`src/rtl/add_in_pkg_hdl.sv`:
```
// Shared types and default widths for the add_in adder family.
// Imported by the FIFO and the multi-channel accumulator top.
package add_in_pkg_hdl;

    localparam int unsigned DefDataWidth = 8;
    localparam int unsigned DefAccWidth  = 16;
    localparam int unsigned DefNumCh     = 4;
    localparam int unsigned DefFifoDepth = 4;
    localparam int unsigned DefChWidth   = $clog2(DefNumCh);

    typedef enum logic [1:0] {
        ADD     = 2'd0,
        ADD_SAT = 2'd1,
        ACC     = 2'd2,
        CLR     = 2'd3
    } add_op_t;

    // Result record at default widths; the top re-declares it at its own widths.
    typedef struct packed {
        logic [DefChWidth-1:0]  ch;
        logic [DefAccWidth-1:0] sum;
        logic                   ovf;
    } add_res_t;

endpackage

```
`src/rtl/add_res_fifo.sv`:
```
// Synchronous FIFO of result records with push/pop, occupancy count and empty flag.
// Depth must be a power of two so the pointers wrap naturally.
module add_res_fifo
    import add_in_pkg_hdl::*;
#(
    parameter int unsigned Depth = DefFifoDepth,
    parameter type         T     = add_res_t
) (
    input  logic                       clk_i,
    input  logic                       rst_i,
    input  logic                       push_i,
    input  T                           data_i,
    input  logic                       pop_i,
    output T                           data_o,
    output logic [$clog2(Depth+1)-1:0] count_o,
    output logic                       empty_o
);

    localparam int unsigned PtrW = $clog2(Depth);
    localparam int unsigned CntW = $clog2(Depth + 1);
    localparam logic [CntW-1:0] DepthC = CntW'(Depth);

    T                mem_q [Depth];
    logic [PtrW-1:0] wr_ptr_q;
    logic [PtrW-1:0] rd_ptr_q;
    logic [CntW-1:0] count_q;
    logic            do_push;
    logic            do_pop;

    assign empty_o = (count_q == '0);
    assign do_pop  = pop_i && !empty_o;
    assign do_push = push_i && ((count_q != DepthC) || do_pop);

    always_ff @(posedge clk_i or posedge rst_i) begin
        if (rst_i) begin
            wr_ptr_q <= '0;
            rd_ptr_q <= '0;
            count_q  <= '0;
            for (int i = 0; i < int'(Depth); i++) begin
                mem_q[i] <= '0;
            end
        end else begin
            if (do_push) begin
                mem_q[wr_ptr_q] <= data_i;
                wr_ptr_q        <= wr_ptr_q + PtrW'(1);
            end
            if (do_pop) begin
                rd_ptr_q <= rd_ptr_q + PtrW'(1);
            end
            case ({do_push, do_pop})
                2'b10:   count_q <= count_q + CntW'(1);
                2'b01:   count_q <= count_q - CntW'(1);
                default: count_q <= count_q;
            endcase
        end
    end

    // Head stays at the slot after the last pop, so an empty FIFO shows stale data.
    assign data_o  = mem_q[rd_ptr_q];
    assign count_o = count_q;

endmodule

```
`src/rtl/add_multi_ch_accum.sv`:
```
// Multi-channel adder/accumulator: one stage register, per-channel accumulators,
// credit-gated input and an output FIFO with valid/ready backpressure.
module add_multi_ch_accum
    import add_in_pkg_hdl::*;
#(
    parameter int unsigned DATA_WIDTH = DefDataWidth,
    parameter int unsigned ACC_WIDTH  = DefAccWidth,
    parameter int unsigned NUM_CH     = DefNumCh,
    parameter int unsigned FIFO_DEPTH = DefFifoDepth
) (
    input  logic                      clock,
    input  logic                      reset,
    input  logic                      in_valid,
    output logic                      in_ready,
    input  logic [$clog2(NUM_CH)-1:0] in_ch,
    input  logic [1:0]                in_op,
    input  logic [DATA_WIDTH-1:0]     in_a,
    input  logic [DATA_WIDTH-1:0]     in_b,
    output logic                      out_valid,
    input  logic                      out_ready,
    output logic [$clog2(NUM_CH)-1:0] out_ch,
    output logic [ACC_WIDTH-1:0]      out_sum,
    output logic                      out_ovf,
    output logic [NUM_CH-1:0]         acc_busy
);

    localparam int unsigned CH_W  = $clog2(NUM_CH);
    localparam int unsigned CNT_W = $clog2(FIFO_DEPTH + 1);
    localparam logic [CNT_W:0]       DEPTH_C = (CNT_W + 1)'(FIFO_DEPTH);
    localparam logic [ACC_WIDTH-1:0] SAT_MAX = ACC_WIDTH'({DATA_WIDTH{1'b1}});

    typedef struct packed {
        logic [CH_W-1:0]      ch;
        logic [ACC_WIDTH-1:0] sum;
        logic                 ovf;
    } res_t;

    res_t                 s1_q;
    res_t                 s1_d;
    logic                 s1_valid_q;
    res_t                 head;
    logic [CNT_W-1:0]     fifo_count;
    logic                 fifo_empty;
    logic [CNT_W:0]       inflight;
    logic                 accept;
    logic                 pop;
    add_op_t              op;
    logic [ACC_WIDTH-1:0] acc_q [NUM_CH];
    logic [ACC_WIDTH-1:0] acc_cur;
    logic [DATA_WIDTH:0]  sum_w;
    logic [ACC_WIDTH:0]   acc_w;
    logic [CNT_W-1:0]     busy_cnt_q [NUM_CH];

    // Credit from registered state only: a same-cycle pop never raises in_ready.
    assign inflight = {1'b0, fifo_count} + {{CNT_W{1'b0}}, s1_valid_q};
    assign in_ready = (inflight < DEPTH_C);
    assign accept   = in_valid && in_ready;
    assign out_valid = !fifo_empty;
    assign pop      = out_valid && out_ready;
    assign op       = add_op_t'(in_op);

    always_comb begin
        acc_cur = '0;
        for (int c = 0; c < int'(NUM_CH); c++) begin
            if (in_ch == CH_W'(c)) begin
                acc_cur = acc_q[c];
            end
        end
    end

    assign sum_w = {1'b0, in_a} + {1'b0, in_b};
    assign acc_w = (ACC_WIDTH + 1)'(acc_cur) + (ACC_WIDTH + 1)'(in_a);

    always_comb begin
        s1_d     = '0;
        s1_d.ch  = in_ch;
        unique case (op)
            ADD: begin
                s1_d.sum = ACC_WIDTH'(sum_w);
                s1_d.ovf = sum_w[DATA_WIDTH];
            end
            ADD_SAT: begin
                s1_d.sum = sum_w[DATA_WIDTH] ? SAT_MAX : ACC_WIDTH'(sum_w);
                s1_d.ovf = sum_w[DATA_WIDTH];
            end
            ACC: begin
                s1_d.sum = acc_w[ACC_WIDTH-1:0];
                s1_d.ovf = acc_w[ACC_WIDTH];
            end
            CLR: begin
                s1_d.sum = '0;
                s1_d.ovf = 1'b0;
            end
        endcase
    end

    always_ff @(posedge clock or posedge reset) begin
        if (reset) begin
            s1_valid_q <= 1'b0;
            s1_q       <= '0;
        end else begin
            s1_valid_q <= accept;
            if (accept) begin
                s1_q <= s1_d;
            end
        end
    end

    // Accumulators update on the accept edge, so back-to-back ACC needs no forwarding.
    always_ff @(posedge clock or posedge reset) begin
        if (reset) begin
            for (int c = 0; c < int'(NUM_CH); c++) begin
                acc_q[c] <= '0;
            end
        end else if (accept) begin
            for (int c = 0; c < int'(NUM_CH); c++) begin
                if (in_ch == CH_W'(c)) begin
                    if (op == ACC) begin
                        acc_q[c] <= acc_w[ACC_WIDTH-1:0];
                    end else if (op == CLR) begin
                        acc_q[c] <= '0;
                    end
                end
            end
        end
    end

    always_ff @(posedge clock or posedge reset) begin
        if (reset) begin
            for (int c = 0; c < int'(NUM_CH); c++) begin
                busy_cnt_q[c] <= '0;
            end
        end else begin
            for (int c = 0; c < int'(NUM_CH); c++) begin
                if (accept && (in_ch == CH_W'(c)) && !(pop && (head.ch == CH_W'(c)))) begin
                    busy_cnt_q[c] <= busy_cnt_q[c] + CNT_W'(1);
                end else if (!(accept && (in_ch == CH_W'(c))) && pop && (head.ch == CH_W'(c))) begin
                    busy_cnt_q[c] <= busy_cnt_q[c] - CNT_W'(1);
                end
            end
        end
    end

    always_comb begin
        acc_busy = '0;
        for (int c = 0; c < int'(NUM_CH); c++) begin
            acc_busy[c] = (busy_cnt_q[c] != '0);
        end
    end

    add_res_fifo #(
        .Depth (FIFO_DEPTH),
        .T     (res_t)
    ) u_fifo (
        .clk_i   (clock),
        .rst_i   (reset),
        .push_i  (s1_valid_q),
        .data_i  (s1_q),
        .pop_i   (pop),
        .data_o  (head),
        .count_o (fifo_count),
        .empty_o (fifo_empty)
    );

    assign out_ch  = head.ch;
    assign out_sum = head.sum;
    assign out_ovf = head.ovf;

`ifndef SYNTHESIS
    stalled_input_stable: assert property (@(posedge clock) disable iff (reset)
        (in_valid && !in_ready) |=> (in_valid && $stable({in_ch, in_op, in_a, in_b})));
`endif

endmodule
```
`config.mk`:
```
export PLATFORM = sky130hd
export DESIGN_NAME = add_multi_ch_accum
export DESIGN_NICKNAME = d
export VERILOG_FILES = /design/src/rtl/add_in_pkg_hdl.sv /design/src/rtl/add_res_fifo.sv /design/src/rtl/add_multi_ch_accum.sv
export SDC_FILE = /design/constraint.sdc
export NUM_CORES = 1
export LEC_CHECK = 0
export ABC_AREA = 1
export CAP_MARGIN = 20
export CORE_MARGIN = 2
export CORE_UTILIZATION = 55
export DETAILED_ROUTE_END_ITERATION = 6
export PLACE_DENSITY = 0.74
export SYNTH_ARGS = -nofsm -noshare
export SYNTH_HDL_FRONTEND = slang
export SYNTH_SLANG_ARGS = --single-unit
```
`constraint.sdc`:
```
create_clock -name clock -period 13.5 [get_ports clock]
set_input_delay 2.7 -clock clock [delete_from_list [all_inputs] [get_ports clock]]
set_output_delay 2.7 -clock clock [all_outputs]
set_load 0.02 [all_outputs]
```
==> results.toml <==
[power_and_ir_drop]
peakVddDrop_v = 0.0001398
p_total_mw = 2.292
p_leak_nw = 4.898
p_per_area_nw_per_um2 = 220.9

[grt]
grtUsageTotal_pct = 25.56
grt_pass1_wl_um = 35600
overflow = 0
first_global_vias = 6903
antenna_found_initial = 0
grt_max_degree = 106

[placement]
gp_congestion = 0.8728
hpwl_um = 14270
dpl.cell_count = 1247
placed_area_um2 = 9766
portBuffers = 48
place_ws_ns = 7.179

[floorplan]
die_h_um = 132.8
die_x_um = 132.8
rows = 47
io_pins = 49
coreArea_um2 = 16410
fp.dieArea_um2 = 17640
initial_core_util_pct = 55.63

[yosys]
synthAdderAreaFrac_pct = 4.277
synthCells = 1009
muxShareOfSynthArea_pct = 9.253
synth_xor_area_share_pct = 1.535
synth_seq_cells = 179
synth-simple-area-share_pct = 19.30
yosys_warnings = 0
postSynthAreaPerCell_um2 = 9.046
synth_cell_type_count = 42
synth_seq_area_share_pct = 49.07
synth_top_family_by_area = "simple AND/OR/NAND/NOR gates"
async_reset_ff_share_pct = 100.0
syn-num-nets = 1060
synth-edff-count = 0
synth_top_flop_cell = "dfrtp_1"
synth_area_um2 = 9128
synth_compound_area_share_pct = 10.84

[clock_network]
clk_latency_ns = 0.44
cts.hold.buffers_added = 0
post-cts-setup-buffer-count = 0
cts_buffers = 17
cts-root-buf = "clkbuf_16"
h-tree-depth = 4
clk_pin_slew_ns = 0.07
cts_tree = "done"
cts-resized-gates = 0
cts.path.max_buffers = 2
cts_sinks = 179

[detailed_routing]
postRouteWirelength_um = 21670
wl_per_cell_um = 16.94
drt-initial-drc-count = 684
first_pass_iters = 5
vias = 7230
drc = 0
via_per_inst = 5.653
ant_nets = 0

[setup_path]
critical_path.max_fanout = 11
start_kind = "primary input"
worstPathRequired_ns = 13.80
slowest_delay_ns = 0.77
cp_slowest_cell = "clkdlybuf4s50_1"
critPathArrivalTime_ns = 6.30
crit_type = "primary input to register"
path_cells = "clkdlybuf4s50_1 -> inv_1 -> nand2_1 -> inv_2 -> nand2_1 -> o2111ai_1 -> o21ai_0 -> inv_1 -> ha_1 -> fa_1 -> nand3_1 -> nand2_1 -> a21oi_1 -> nor2_4 -> nand2_1 -> nand3_1 -> nand4_1 -> nand2_1"
worst_setup_path_end_kind = "register"
crit_top_cell = "nand2_1"

[status]
outcome = "completed"

[timing]
tns_ns = 0
max_freq_ghz = 0.1668
hold_ws_ns = 0.4737
setup_violations = 0
final.min_clock_period_ns = 5.994
finalHoldViolCount = 0
final.setup_skew_ns = 0.01133
finalMaxSlewViolations = 0
relSlewSlack_pct = 37.60
worstMarginPinSlew_ns = 0.9360
rsz0062_at_grt = "false"
layout_setup_ws_ns = 7.506
finalCritPeriodShare_pct = 44.40

[cells_and_area]
mostFrequentLayoutCells = "236 x nand2_1, 179 x dfrtp_1, 94 x o21ai_0, 80 x inv_1, 75 x mux2_2"
drive_above_1_share_pct = 13.98
stdcell_area_um2 = 10380
layout_commonest_cell = "nand2_1"
fillers = 1351
areaGrowthSynthToFinish_pct = 13.68
final_util_pct = 63.24
nets = 1097
final_cells = 1279
num_antenna_cells = 0

[min_path]
hold_class = "register to register"

[run]
max_cap_violations = 0
synth_stat cells, types with 9 or more instances:
master | count | share of area (%)
a21oi_1 | 22 | 1.2
buf_2 | 9 | 0.49
clkbuf_1 | 17 | 0.70
dfrtp_1 | 179 | 49
ha_1 | 20 | 2.7
inv_1 | 81 | 3.3
inv_2 | 10 | 0.41
mux2_2 | 75 | 9.3
nand2_1 | 236 | 9.7
nand3_1 | 47 | 2.6
nand4_1 | 22 | 1.5
nor2_1 | 73 | 3.0
o21ai_0 | 94 | 5.2
o21ai_1 | 19 | 1.0
o22ai_1 | 17 | 1.2
xor2_1 | 11 | 1.1
state kept, by name, indices dropped and copies added (netlist names):
signal           flops
acc_q               64
busy_cnt_q          12
s1_q                19
s1_valid_q           1
u_fifo.count_o       3
u_fifo.mem_q        76
u_fifo.rd_ptr_q      2
u_fifo.wr_ptr_q      2
kinds of logic (layout without fill, tap and decap cells):
group                    after synthesis  in the layout
AO/OA/AOI/OAI                        176            176
AND/OR/NAND/NOR                      409            409
flip-flops                           179            179
buffers and inverters                127            177
multiplexers                          75             75
XOR/XNOR                              16             16
adder cells (fa/ha/maj)               27             27
metal layers:
layer	global-route usage [%]	up-vias	wire length, um
met2	40.88	207	10230
li1	-	3450	-
met4	8.542	0	436
met5	0	-	0
met3	3.295	39	990
met1	36.42	3534	10020
worst max-delay path: cells and delay by family:
family                     cells  cell delay (ns)
AOI/OAI and AO/OA              3             0.56
adders and majority gates      2             0.67
and+or+nand+nor                9             1.16
buffers and inverters          4             1.20
final timing paths:
path                                          from  slack, ns  depth (start not counted)          endpoint
worst max-delay path                      in_ch[1]       7.51                         18         acc_q[44]
worst min-delay path                 busy_cnt_q[5]       0.47                          1     busy_cnt_q[5]
worst max register to register  u_fifo.rd_ptr_q[1]      10.47                         11     busy_cnt_q[8]
worst min register to register       busy_cnt_q[5]       0.47                          1     busy_cnt_q[5]
max in group asynchronous                    reset       9.18                          3         acc_q[51]
min in group asynchronous                    reset       2.83                          2  u_fifo.mem_q[41]
final cells by class:
type / count / area (um2) / area share (%)
flip-flops and latches: 179 / 4479 / 43.17
multi-input cells: 703 / 4126 / 39.77
repair buffers: 52 / 530.5 / 5.113
clock buffers: 18 / 439.2 / 4.232
inverters: 93 / 354.1 / 3.413
well taps: 220 / 275.3 / 2.653
clock inverters: 14 / 171.4 / 1.652
where the power goes:
group	leakage, nW	internal (mW)	total (mW)	switching [mW]
Clock	0.300	0.285	0.513	0.229
Combinational	2.30	0.397	0.884	0.487
Sequential	2.30	0.747	0.895	0.148
No activity file was read; power rests on OpenSTA's default activity.
